## src/rtl/lsu_pkg.sv

```systemverilog
// Shared encodings for the load/store memory master: access sizes, FSM states,
// the registered command record and small decode helpers.
package lsu_pkg;

    typedef enum logic [1:0] {
        SZ_BYTE = 2'b00,
        SZ_HALF = 2'b01,
        SZ_WORD = 2'b10,
        SZ_ILL  = 2'b11
    } size_e;

    typedef enum logic [2:0] {
        ST_IDLE,
        ST_RD_REQ,
        ST_RD_WAIT,
        ST_WR_REQ,
        ST_WR_WAIT,
        ST_DONE_ERR
    } state_e;

    typedef struct packed {
        logic        store;
        size_e       size;
        logic        sgn;
        logic [1:0]  lane;
        logic [31:0] wdata;
    } cmd_t;

    // Counter counts 0 .. cycles-1, so it needs clog2(cycles) bits (at least one).
    function automatic int unsigned timeout_cnt_w(input int unsigned cycles);
        return (cycles > 2) ? $clog2(cycles) : 1;
    endfunction

    function automatic logic is_misaligned(input size_e size, input logic [1:0] lane);
        return (size == SZ_ILL) ||
               ((size == SZ_HALF) && lane[0]) ||
               ((size == SZ_WORD) && (lane != 2'b00));
    endfunction

endpackage

```

## src/rtl/lsu_mem_master_if.sv

```systemverilog
// Command/response port from the pipeline plus the req/ack memory port.
// master = the load/store unit, slave = pipeline and memory side.
interface lsu_mem_master_if;
    import lsu_pkg::*;

    logic        op_valid;
    logic        op_ready;
    logic        op_store;
    size_e       op_size;
    logic        op_signed;
    logic [31:0] op_addr;
    logic [31:0] op_wdata;

    logic        done;
    logic [31:0] load_data;
    logic        misalign;
    logic        timeout;

    logic        mem_req;
    logic        mem_we;
    logic [31:0] mem_addr;
    logic [31:0] mem_wdata;
    logic        mem_ack;
    logic [31:0] mem_rdata;

    modport master (
        input  op_valid, op_store, op_size, op_signed, op_addr, op_wdata,
        input  mem_ack, mem_rdata,
        output op_ready, done, load_data, misalign, timeout,
        output mem_req, mem_we, mem_addr, mem_wdata
    );

    modport slave (
        output op_valid, op_store, op_size, op_signed, op_addr, op_wdata,
        output mem_ack, mem_rdata,
        input  op_ready, done, load_data, misalign, timeout,
        input  mem_req, mem_we, mem_addr, mem_wdata
    );

endinterface

```

## src/rtl/lsu_lane_unit.sv

```systemverilog
// Big-endian lane extract/extend for loads and lane merge for sub-word stores.
// Latency: purely combinational.
// Backpressure: none; the caller samples the outputs when the read word is valid.
module lsu_lane_unit
    import lsu_pkg::*;
(
    input  logic [31:0] rd_word,
    input  logic [31:0] wdata,
    input  logic [1:0]  lane,
    input  size_e       size,
    input  logic        sgn,
    output logic [31:0] load_data,
    output logic [31:0] merged
);

    logic [4:0]  byte_sh;
    logic [4:0]  half_sh;
    logic [7:0]  ld_byte;
    logic [15:0] ld_half;

    always_comb begin
        // Lane 0 is the most significant byte of the word.
        byte_sh = {~lane, 3'b000};
        half_sh = lane[1] ? 5'd0 : 5'd16;

        case (lane)
            2'd0:    ld_byte = rd_word[31:24];
            2'd1:    ld_byte = rd_word[23:16];
            2'd2:    ld_byte = rd_word[15:8];
            default: ld_byte = rd_word[7:0];
        endcase
        ld_half = lane[1] ? rd_word[15:0] : rd_word[31:16];

        load_data = rd_word;
        merged    = wdata;
        case (size)
            SZ_BYTE: begin
                load_data = {{24{sgn & ld_byte[7]}}, ld_byte};
                merged    = (rd_word & ~(32'h0000_00FF << byte_sh)) |
                            ({24'h0, wdata[7:0]} << byte_sh);
            end
            SZ_HALF: begin
                load_data = {{16{sgn & ld_half[15]}}, ld_half};
                merged    = (rd_word & ~(32'h0000_FFFF << half_sh)) |
                            ({16'h0, wdata[15:0]} << half_sh);
            end
            default: ;
        endcase
    end

endmodule

```

## src/rtl/lsu_mem_master.sv

```systemverilog
// Load/store initiator: one command at a time, single-cycle mem_req pulses, RMW for sub-word stores.
// Latency: load/word store done 2 cycles after acceptance, sub-word store 4, misaligned 0.
// Backpressure: op_ready only in IDLE; a silent memory is abandoned after TIMEOUT_CYCLES.
module lsu_mem_master
    import lsu_pkg::*;
#(
    parameter int unsigned TIMEOUT_CYCLES = 16
) (
    input  logic              clk,
    input  logic              rst,
    lsu_mem_master_if.master  bus
);

    localparam int unsigned   CW   = timeout_cnt_w(TIMEOUT_CYCLES);
    localparam logic [CW-1:0] LAST = CW'(TIMEOUT_CYCLES - 1);

    state_e        state;
    cmd_t          cmd;
    logic [CW-1:0] wait_cnt;
    logic          req_q;
    logic          we_q;
    logic [31:0]   addr_q;
    logic [31:0]   wdata_q;
    logic          done_q;
    logic          misalign_q;
    logic          timeout_q;
    logic [31:0]   ldata_q;
    logic [31:0]   ext_data;
    logic [31:0]   merged;

    lsu_lane_unit u_lane (
        .rd_word   (bus.mem_rdata),
        .wdata     (cmd.wdata),
        .lane      (cmd.lane),
        .size      (cmd.size),
        .sgn       (cmd.sgn),
        .load_data (ext_data),
        .merged    (merged)
    );

    always_ff @(posedge clk or posedge rst) begin
        if (rst) begin
            state      <= ST_IDLE;
            cmd        <= '0;
            wait_cnt   <= '0;
            req_q      <= 1'b0;
            we_q       <= 1'b0;
            addr_q     <= '0;
            wdata_q    <= '0;
            done_q     <= 1'b0;
            misalign_q <= 1'b0;
            timeout_q  <= 1'b0;
            ldata_q    <= '0;
        end else begin
            req_q      <= 1'b0;
            done_q     <= 1'b0;
            misalign_q <= 1'b0;
            timeout_q  <= 1'b0;
            case (state)
                ST_IDLE: begin
                    if (bus.op_valid) begin
                        cmd <= '{store: bus.op_store, size: bus.op_size, sgn: bus.op_signed,
                                 lane: bus.op_addr[1:0], wdata: bus.op_wdata};
                        if (is_misaligned(bus.op_size, bus.op_addr[1:0])) begin
                            state      <= ST_DONE_ERR;
                            done_q     <= 1'b1;
                            misalign_q <= 1'b1;
                        end else begin
                            addr_q <= {bus.op_addr[31:2], 2'b00};
                            req_q  <= 1'b1;
                            // Only full-word stores can skip the read half of the RMW.
                            if (bus.op_store && (bus.op_size == SZ_WORD)) begin
                                state   <= ST_WR_REQ;
                                we_q    <= 1'b1;
                                wdata_q <= bus.op_wdata;
                            end else begin
                                state <= ST_RD_REQ;
                                we_q  <= 1'b0;
                            end
                        end
                    end
                end
                ST_RD_REQ: begin
                    state    <= ST_RD_WAIT;
                    wait_cnt <= '0;
                end
                ST_WR_REQ: begin
                    state    <= ST_WR_WAIT;
                    wait_cnt <= '0;
                    we_q     <= 1'b0;
                end
                ST_RD_WAIT: begin
                    if (bus.mem_ack) begin
                        if (cmd.store) begin
                            state   <= ST_WR_REQ;
                            req_q   <= 1'b1;
                            we_q    <= 1'b1;
                            wdata_q <= merged;
                        end else begin
                            state   <= ST_IDLE;
                            done_q  <= 1'b1;
                            ldata_q <= ext_data;
                        end
                    end else if (wait_cnt == LAST) begin
                        state     <= ST_IDLE;
                        done_q    <= 1'b1;
                        timeout_q <= 1'b1;
                    end else begin
                        wait_cnt <= wait_cnt + CW'(1);
                    end
                end
                ST_WR_WAIT: begin
                    if (bus.mem_ack) begin
                        state  <= ST_IDLE;
                        done_q <= 1'b1;
                    end else if (wait_cnt == LAST) begin
                        state     <= ST_IDLE;
                        done_q    <= 1'b1;
                        timeout_q <= 1'b1;
                    end else begin
                        wait_cnt <= wait_cnt + CW'(1);
                    end
                end
                ST_DONE_ERR: state <= ST_IDLE;
                default:     state <= ST_IDLE;
            endcase
        end
    end

    assign bus.op_ready  = (state == ST_IDLE);
    assign bus.done      = done_q;
    assign bus.misalign  = misalign_q;
    assign bus.timeout   = timeout_q;
    assign bus.load_data = ldata_q;
    assign bus.mem_req   = req_q;
    assign bus.mem_we    = we_q;
    assign bus.mem_addr  = addr_q;
    assign bus.mem_wdata = wdata_q;

endmodule

```

## src/flat_wrapper.sv

```systemverilog
// flat-port wrapper written by rule: the top's interface ports become plain ports
module lsu_mem_master_flat import lsu_pkg::*;
#(
    parameter int unsigned TIMEOUT_CYCLES = 16
)
  (clk, rst, bus_op_valid, bus_op_store, bus_op_size, bus_op_signed, bus_op_addr, bus_op_wdata, bus_mem_ack, bus_mem_rdata, bus_op_ready, bus_done, bus_load_data, bus_misalign, bus_timeout, bus_mem_req, bus_mem_we, bus_mem_addr, bus_mem_wdata);
  lsu_mem_master_if bus_i ();
  input  logic clk;
  input  logic rst;
  input wire logic [$bits(bus_i.op_valid)-1:0] bus_op_valid;
  input wire logic [$bits(bus_i.op_store)-1:0] bus_op_store;
  input wire logic [$bits(bus_i.op_size)-1:0] bus_op_size;
  input wire logic [$bits(bus_i.op_signed)-1:0] bus_op_signed;
  input wire logic [$bits(bus_i.op_addr)-1:0] bus_op_addr;
  input wire logic [$bits(bus_i.op_wdata)-1:0] bus_op_wdata;
  input wire logic [$bits(bus_i.mem_ack)-1:0] bus_mem_ack;
  input wire logic [$bits(bus_i.mem_rdata)-1:0] bus_mem_rdata;
  output wire logic [$bits(bus_i.op_ready)-1:0] bus_op_ready;
  output wire logic [$bits(bus_i.done)-1:0] bus_done;
  output wire logic [$bits(bus_i.load_data)-1:0] bus_load_data;
  output wire logic [$bits(bus_i.misalign)-1:0] bus_misalign;
  output wire logic [$bits(bus_i.timeout)-1:0] bus_timeout;
  output wire logic [$bits(bus_i.mem_req)-1:0] bus_mem_req;
  output wire logic [$bits(bus_i.mem_we)-1:0] bus_mem_we;
  output wire logic [$bits(bus_i.mem_addr)-1:0] bus_mem_addr;
  output wire logic [$bits(bus_i.mem_wdata)-1:0] bus_mem_wdata;
  assign bus_i.op_valid = bus_op_valid;
  assign bus_i.op_store = bus_op_store;
  assign bus_i.op_size = bus_op_size;
  assign bus_i.op_signed = bus_op_signed;
  assign bus_i.op_addr = bus_op_addr;
  assign bus_i.op_wdata = bus_op_wdata;
  assign bus_i.mem_ack = bus_mem_ack;
  assign bus_i.mem_rdata = bus_mem_rdata;
  assign bus_op_ready = bus_i.op_ready;
  assign bus_done = bus_i.done;
  assign bus_load_data = bus_i.load_data;
  assign bus_misalign = bus_i.misalign;
  assign bus_timeout = bus_i.timeout;
  assign bus_mem_req = bus_i.mem_req;
  assign bus_mem_we = bus_i.mem_we;
  assign bus_mem_addr = bus_i.mem_addr;
  assign bus_mem_wdata = bus_i.mem_wdata;
  lsu_mem_master #(.TIMEOUT_CYCLES(TIMEOUT_CYCLES)) u_core (.clk(clk), .rst(rst), .bus(bus_i));
endmodule
```

## config.mk

```make
export PLATFORM = sky130hd
export DESIGN_NAME = lsu_mem_master_flat
export DESIGN_NICKNAME = d
export VERILOG_FILES = /design/src/rtl/lsu_pkg.sv /design/src/rtl/lsu_mem_master_if.sv /design/src/rtl/lsu_lane_unit.sv /design/src/rtl/lsu_mem_master.sv /design/src/flat_wrapper.sv
export SDC_FILE = /design/constraint.sdc
export NUM_CORES = 1
export LEC_CHECK = 0
export ABC_CLOCK_PERIOD_IN_PS = 5230
export BUFFER_PORTS_ARGS = -buffer_cell sky130_fd_sc_hd__buf_2
export CELL_PAD_IN_SITES_DETAIL_PLACEMENT = 0
export CELL_PAD_IN_SITES_GLOBAL_PLACEMENT = 1
export CORE_AREA = 2 2 140 142
export CTS_BUF_LIST = sky130_fd_sc_hd__clkbuf_4 sky130_fd_sc_hd__clkbuf_8
export DETAILED_ROUTE_END_ITERATION = 16
export DIE_AREA = 0 0 142 144
export GPL_TIMING_DRIVEN = 1
export PLACE_DENSITY_LB_ADDON = 0.15
export SYNTH_ARGS = -nofsm -noshare
export SYNTH_HDL_FRONTEND = slang
export SYNTH_SLANG_ARGS = --single-unit
```

## constraint.sdc

```tcl
create_clock -name clk -period 5.23 [get_ports clk]
set_input_delay 1.046 -clock clk [delete_from_list [all_inputs] [get_ports clk]]
set_output_delay 1.046 -clock clk [all_outputs]
set_load 0.02 [all_outputs]
```

==> metrics.md <==
| Metric | Value |
|---|---|
| Finished Core Util | between 40% and 50% |
| Area growth syn-to-layout | 20.29% |
| CTS Buf Count | 17 |
| Die Width | 142 µm |
| XOR/XNOR Fraction of Synth Area | 0% |
| Drt first pass iters | 5 |
| Switching share of power | 44.77% |
| Setup WS pre-CTS | 2.003 ns |
| Syn_area_per_cell | 10.09 µm² |
| Routability Congestion | 0.8482 |
| Starting DRT DRC Count | 548 |
| # rows | 51 |
| Clk buf depth | 2 |
| DR vias | 6679 |
| Status | finished clean |
| Asr flop ratio synth | 100.0% |
| Simple-gate area share of the yosys netlist | 15.87% |
| Initial Util | 39.76% |
| Root Driver | clkbuf_8 |
| Post-synthesis adder-cell area fraction | 0.1649% |
| Final worst slack | between 2 and 2.5 ns |
| First-pass GRT wire length | approximately 36 mm |
| Seq/Total Area, Yosys | 47.50% |
| Synth Area in Compound Gates | 16.64% |
| Actual slew at the worst max-slew pin | 1.252 ns |
| Fmax | 337.2 MHz |
| RSZ-0062 raised after global routing | no |
| Mapped Area | 7586 µm² |
| Port Buffer Count | 203 |
| Rel. slew slack | 16.34% |
| Pwr Density | 658.6 nW/µm² |
| Number of synthesized register bits | about 140 |
| WP data arrival | 3.32 ns |
| CTS resizes | 0 |
| Mux cell area share after synthesis | 15.62% |
| Hold WC Path Type | register to register |
| Design area | 9125 µm² |
| Seq pwr share | around a third |
| Ys flop type | dfrtp_1 |
| TNS Setup | 0 ns |
| Post-CTS Setup Inserts | 0 |
| Number of enable flip-flop cells after synthesis | 0 |
| Cell count after synthesis | around 750 |
| Hold slack final | 0.4804 ns |
| Gr ovfl total | 0 |
| Placed cell count | 1141 |
| CP max FO | 39 |
| Gr usage total | 23.01% |
| DP Wirelength | 16.55 mm |
| DP Area | 8688 µm² |
| Highest Signal Layer | met5 |
| CTS clk-pin slew, worst paths | 0.08 ns |
| Synth top area share | between 40% and 50% |
| CP Data Required Time | 5.59 ns |
| Total Power | 6.010 mW |
| Worst Setup Start Kind | register |
| Switching power | 2.690 mW |
| DRT met1 WL | 10.57 mm |
| Layout Cells excl Fill | 1177 |
| Share of layout cells above drive strength 1 | between 30% and 40% |
| Final setup vio count | 0 |
| Max-cap violations | 0 |
| Initial antenna violation count | 5 |
| Die area | ~20000 µm² |
| Critical Path End Type | register |
| Period minus WS final | between 2 and 3 ns |
| Peak VDD IR | 0.0002590 V |
| Vias in the first global route | about 6600 |
| Ranking of synthesized cells by area | dfrtp_1 48%, mux2_2 12%, nand2_1 3.8% |
| Largest net degree at the start of global routing | 69 |
| Clock sinks | around 140 |
| Worst-path cell chain | nor2_1 > nand3_2 > nor2b_2 > buf_4 > mux2_2 |
| Post-detailed-route count of antenna-violating nets | 0 |
| Detailed Route WL | 23.19 mm |
| IO Count | 206 |
| Ys Warns | 0 |
| Clock Skews | 0.01094 ns |
| Setup CP Type | register to register |
| TritonCTS clock tree | built |
| Post-synth cell types | 59 |
| Post-route DRC | 0 |
| Most area-hungry cell type in the Yosys netlist | dfrtp_1 |
| CTS H-Tree Depth | 4 |
| Slowest CP cell | nand3_2 |
| Drt wl/cell | 19.70 µm |
| Final hold vios | 0 |
| Fillcell total | about 1800 |
| Die Ht | 144 µm |
| Int Pwr | 3.319 mW |
| Core Region | roughly 19000 µm² |
| Largest family of logic cells by synthesized area | compound AO/OA/AOI/OAI gates |
| Met3 WL | 1.749 mm |
| Largest stage delay, worst path | 0.83 ns |
| Hold bufs inserted after CTS | 0 |
| Drt via density | 5.675 |
| Slew Viols, Final | 0 |
| Post-layout nets | 1027 |
| Final worst-path cycle share | a little under three fifths |
| Pleak | 4.321 nW |
| Routed length on met2 | 10.41 mm |
| Clock power share | 16.0% |
| Clk_lat worst skew | 0.47 ns |
| Combinational power share | a little under 50% |
==> path summary, 6_finish.rpt <==
path / slack, ns / depth (start not counted) / from / end
worst max-delay path: 2.26 / 5 / u_core.state[0] / u_core.bus.mem_addr[18]
worst min-delay path: 0.48 / 1 / u_core.bus.load_data[3] / u_core.bus.load_data[3]
worst max register to register: 2.26 / 5 / u_core.state[0] / u_core.bus.mem_addr[18]
worst min register to register: 0.48 / 1 / u_core.bus.load_data[3] / u_core.bus.load_data[3]
max in group asynchronous: 3.60 / 3 / rst / u_core.bus.mem_wdata[28]
min in group asynchronous: 0.63 / 2 / rst / u_core.cmd[28]
==> power by group through the flow <==
stage | logic (mW) | registers, mW | clock network (mW)
after global routing | 3.23 | 2.16 | 1.02
final | 2.96 | 2.09 | 0.959
after floorplan | 1.77 | 2.39 | 0
after CTS | 2.98 | 2.09 | 0.986
after global placement | 2.92 | 2.08 | 0
after detailed placement | 2.97 | 2.10 | 0
==> cells in the final DEF, fill, tap and decap left out, types with 10 or more instances in the layout <==
cell type / netlist / routed
buf_2: 23 / 203
dfrtp_1: 144 / 142
mux2_2: 80 / 80
nand2_1: 77 / 76
nor2_1: 57 / 57
o21ai_0: 51 / 51
nand3_1: 44 / 43
a21oi_1: 26 / 26
mux2i_1: 25 / 25
a221oi_1: 23 / 23
clkbuf_8: 0 / 19
o22ai_1: 18 / 18
or3_1: 17 / 17
nand2b_1: 11 / 11
and3_1: 11 / 11
a211oi_1: 10 / 10
==> registers in the layout (all words and copies together) (netlist names) <==
name,count
u_core.bus.mem_wdata,32
u_core.bus.mem_addr,30
u_core.bus.load_data,32
u_core.state,3
u_core.bus.mem_req,1
u_core.wait_cnt,4
u_core.bus.done,1
u_core.cmd,38
u_core.bus.timeout,1
u_core.bus.misalign,1
u_core.bus.mem_we,1
==> cell families (layout without fill, tap and decap cells) <==
| kind of cell | count (synthesis) | in the layout |
|---|---|---|
| buffers and inverters | 66 | 248 |
| adders and majority gates | 1 | 1 |
| muxes | 107 | 107 |
| other | 1 | 6 |
| AOI/OAI and AO/OA | 186 | 186 |
| and+or+nand+nor | 247 | 247 |
| DFF | 144 | 144 |
==> synth_stat cells (2+ instances only) <==
master	instances
a22o_1	8
o21ai_1	5
nand3_1	44
buf_1	3
o221ai_1	9
a221oi_1	23
a2111oi_0	6
buf_4	8
o21ai_0	51
nand2_2	2
or2_2	2
buf_2	23
a21o_1	9
or3_1	17
dfrtp_1	144
nand2b_1	11
o31ai_1	9
inv_1	2
mux2_2	80
nor2_1	57
clkbuf_1	26
o22ai_1	18
nor2b_1	4
mux2i_1	25
nand2_1	77
and3_1	11
nor3_1	4
a211oi_1	10
o21a_1	2
a21oi_1	26
nor3b_1	8
==> final cells by class <==
| cell class | count | area [µm²] | share of cell area (%) |
|---|---|---|---|
| Antenna cell | 4 | 10.01 | 0.1097 |
| Clock buffer | 20 | 269.0 | 2.948 |
| Clock inverter | 12 | 157.7 | 1.728 |
| Inverter | 4 | 20.02 | 0.2194 |
| Multi-Input combinational cell | 543 | 3681 | 40.34 |
| Sequential cell | 144 | 3606 | 39.52 |
| Tap cell | 238 | 297.8 | 3.263 |
| Timing Repair Buffer | 212 | 1084 | 11.87 |
==> worst max-delay path: cells and delay by family (launching register included) <==
kind,cells,cell delay [ns]
buffers and inverters,1,0.38
muxes,1,0.39
DFF,1,0.58
and+or+nand+nor,3,1.47
==> per-layer routing <==
layer	track usage, %	vias up
li1	-	3107
met4	8.579	2
met3	5.927	42
met5	0	-
met1	31.40	3262
met2	35.39	266
(Power assumes the default switching activity.)
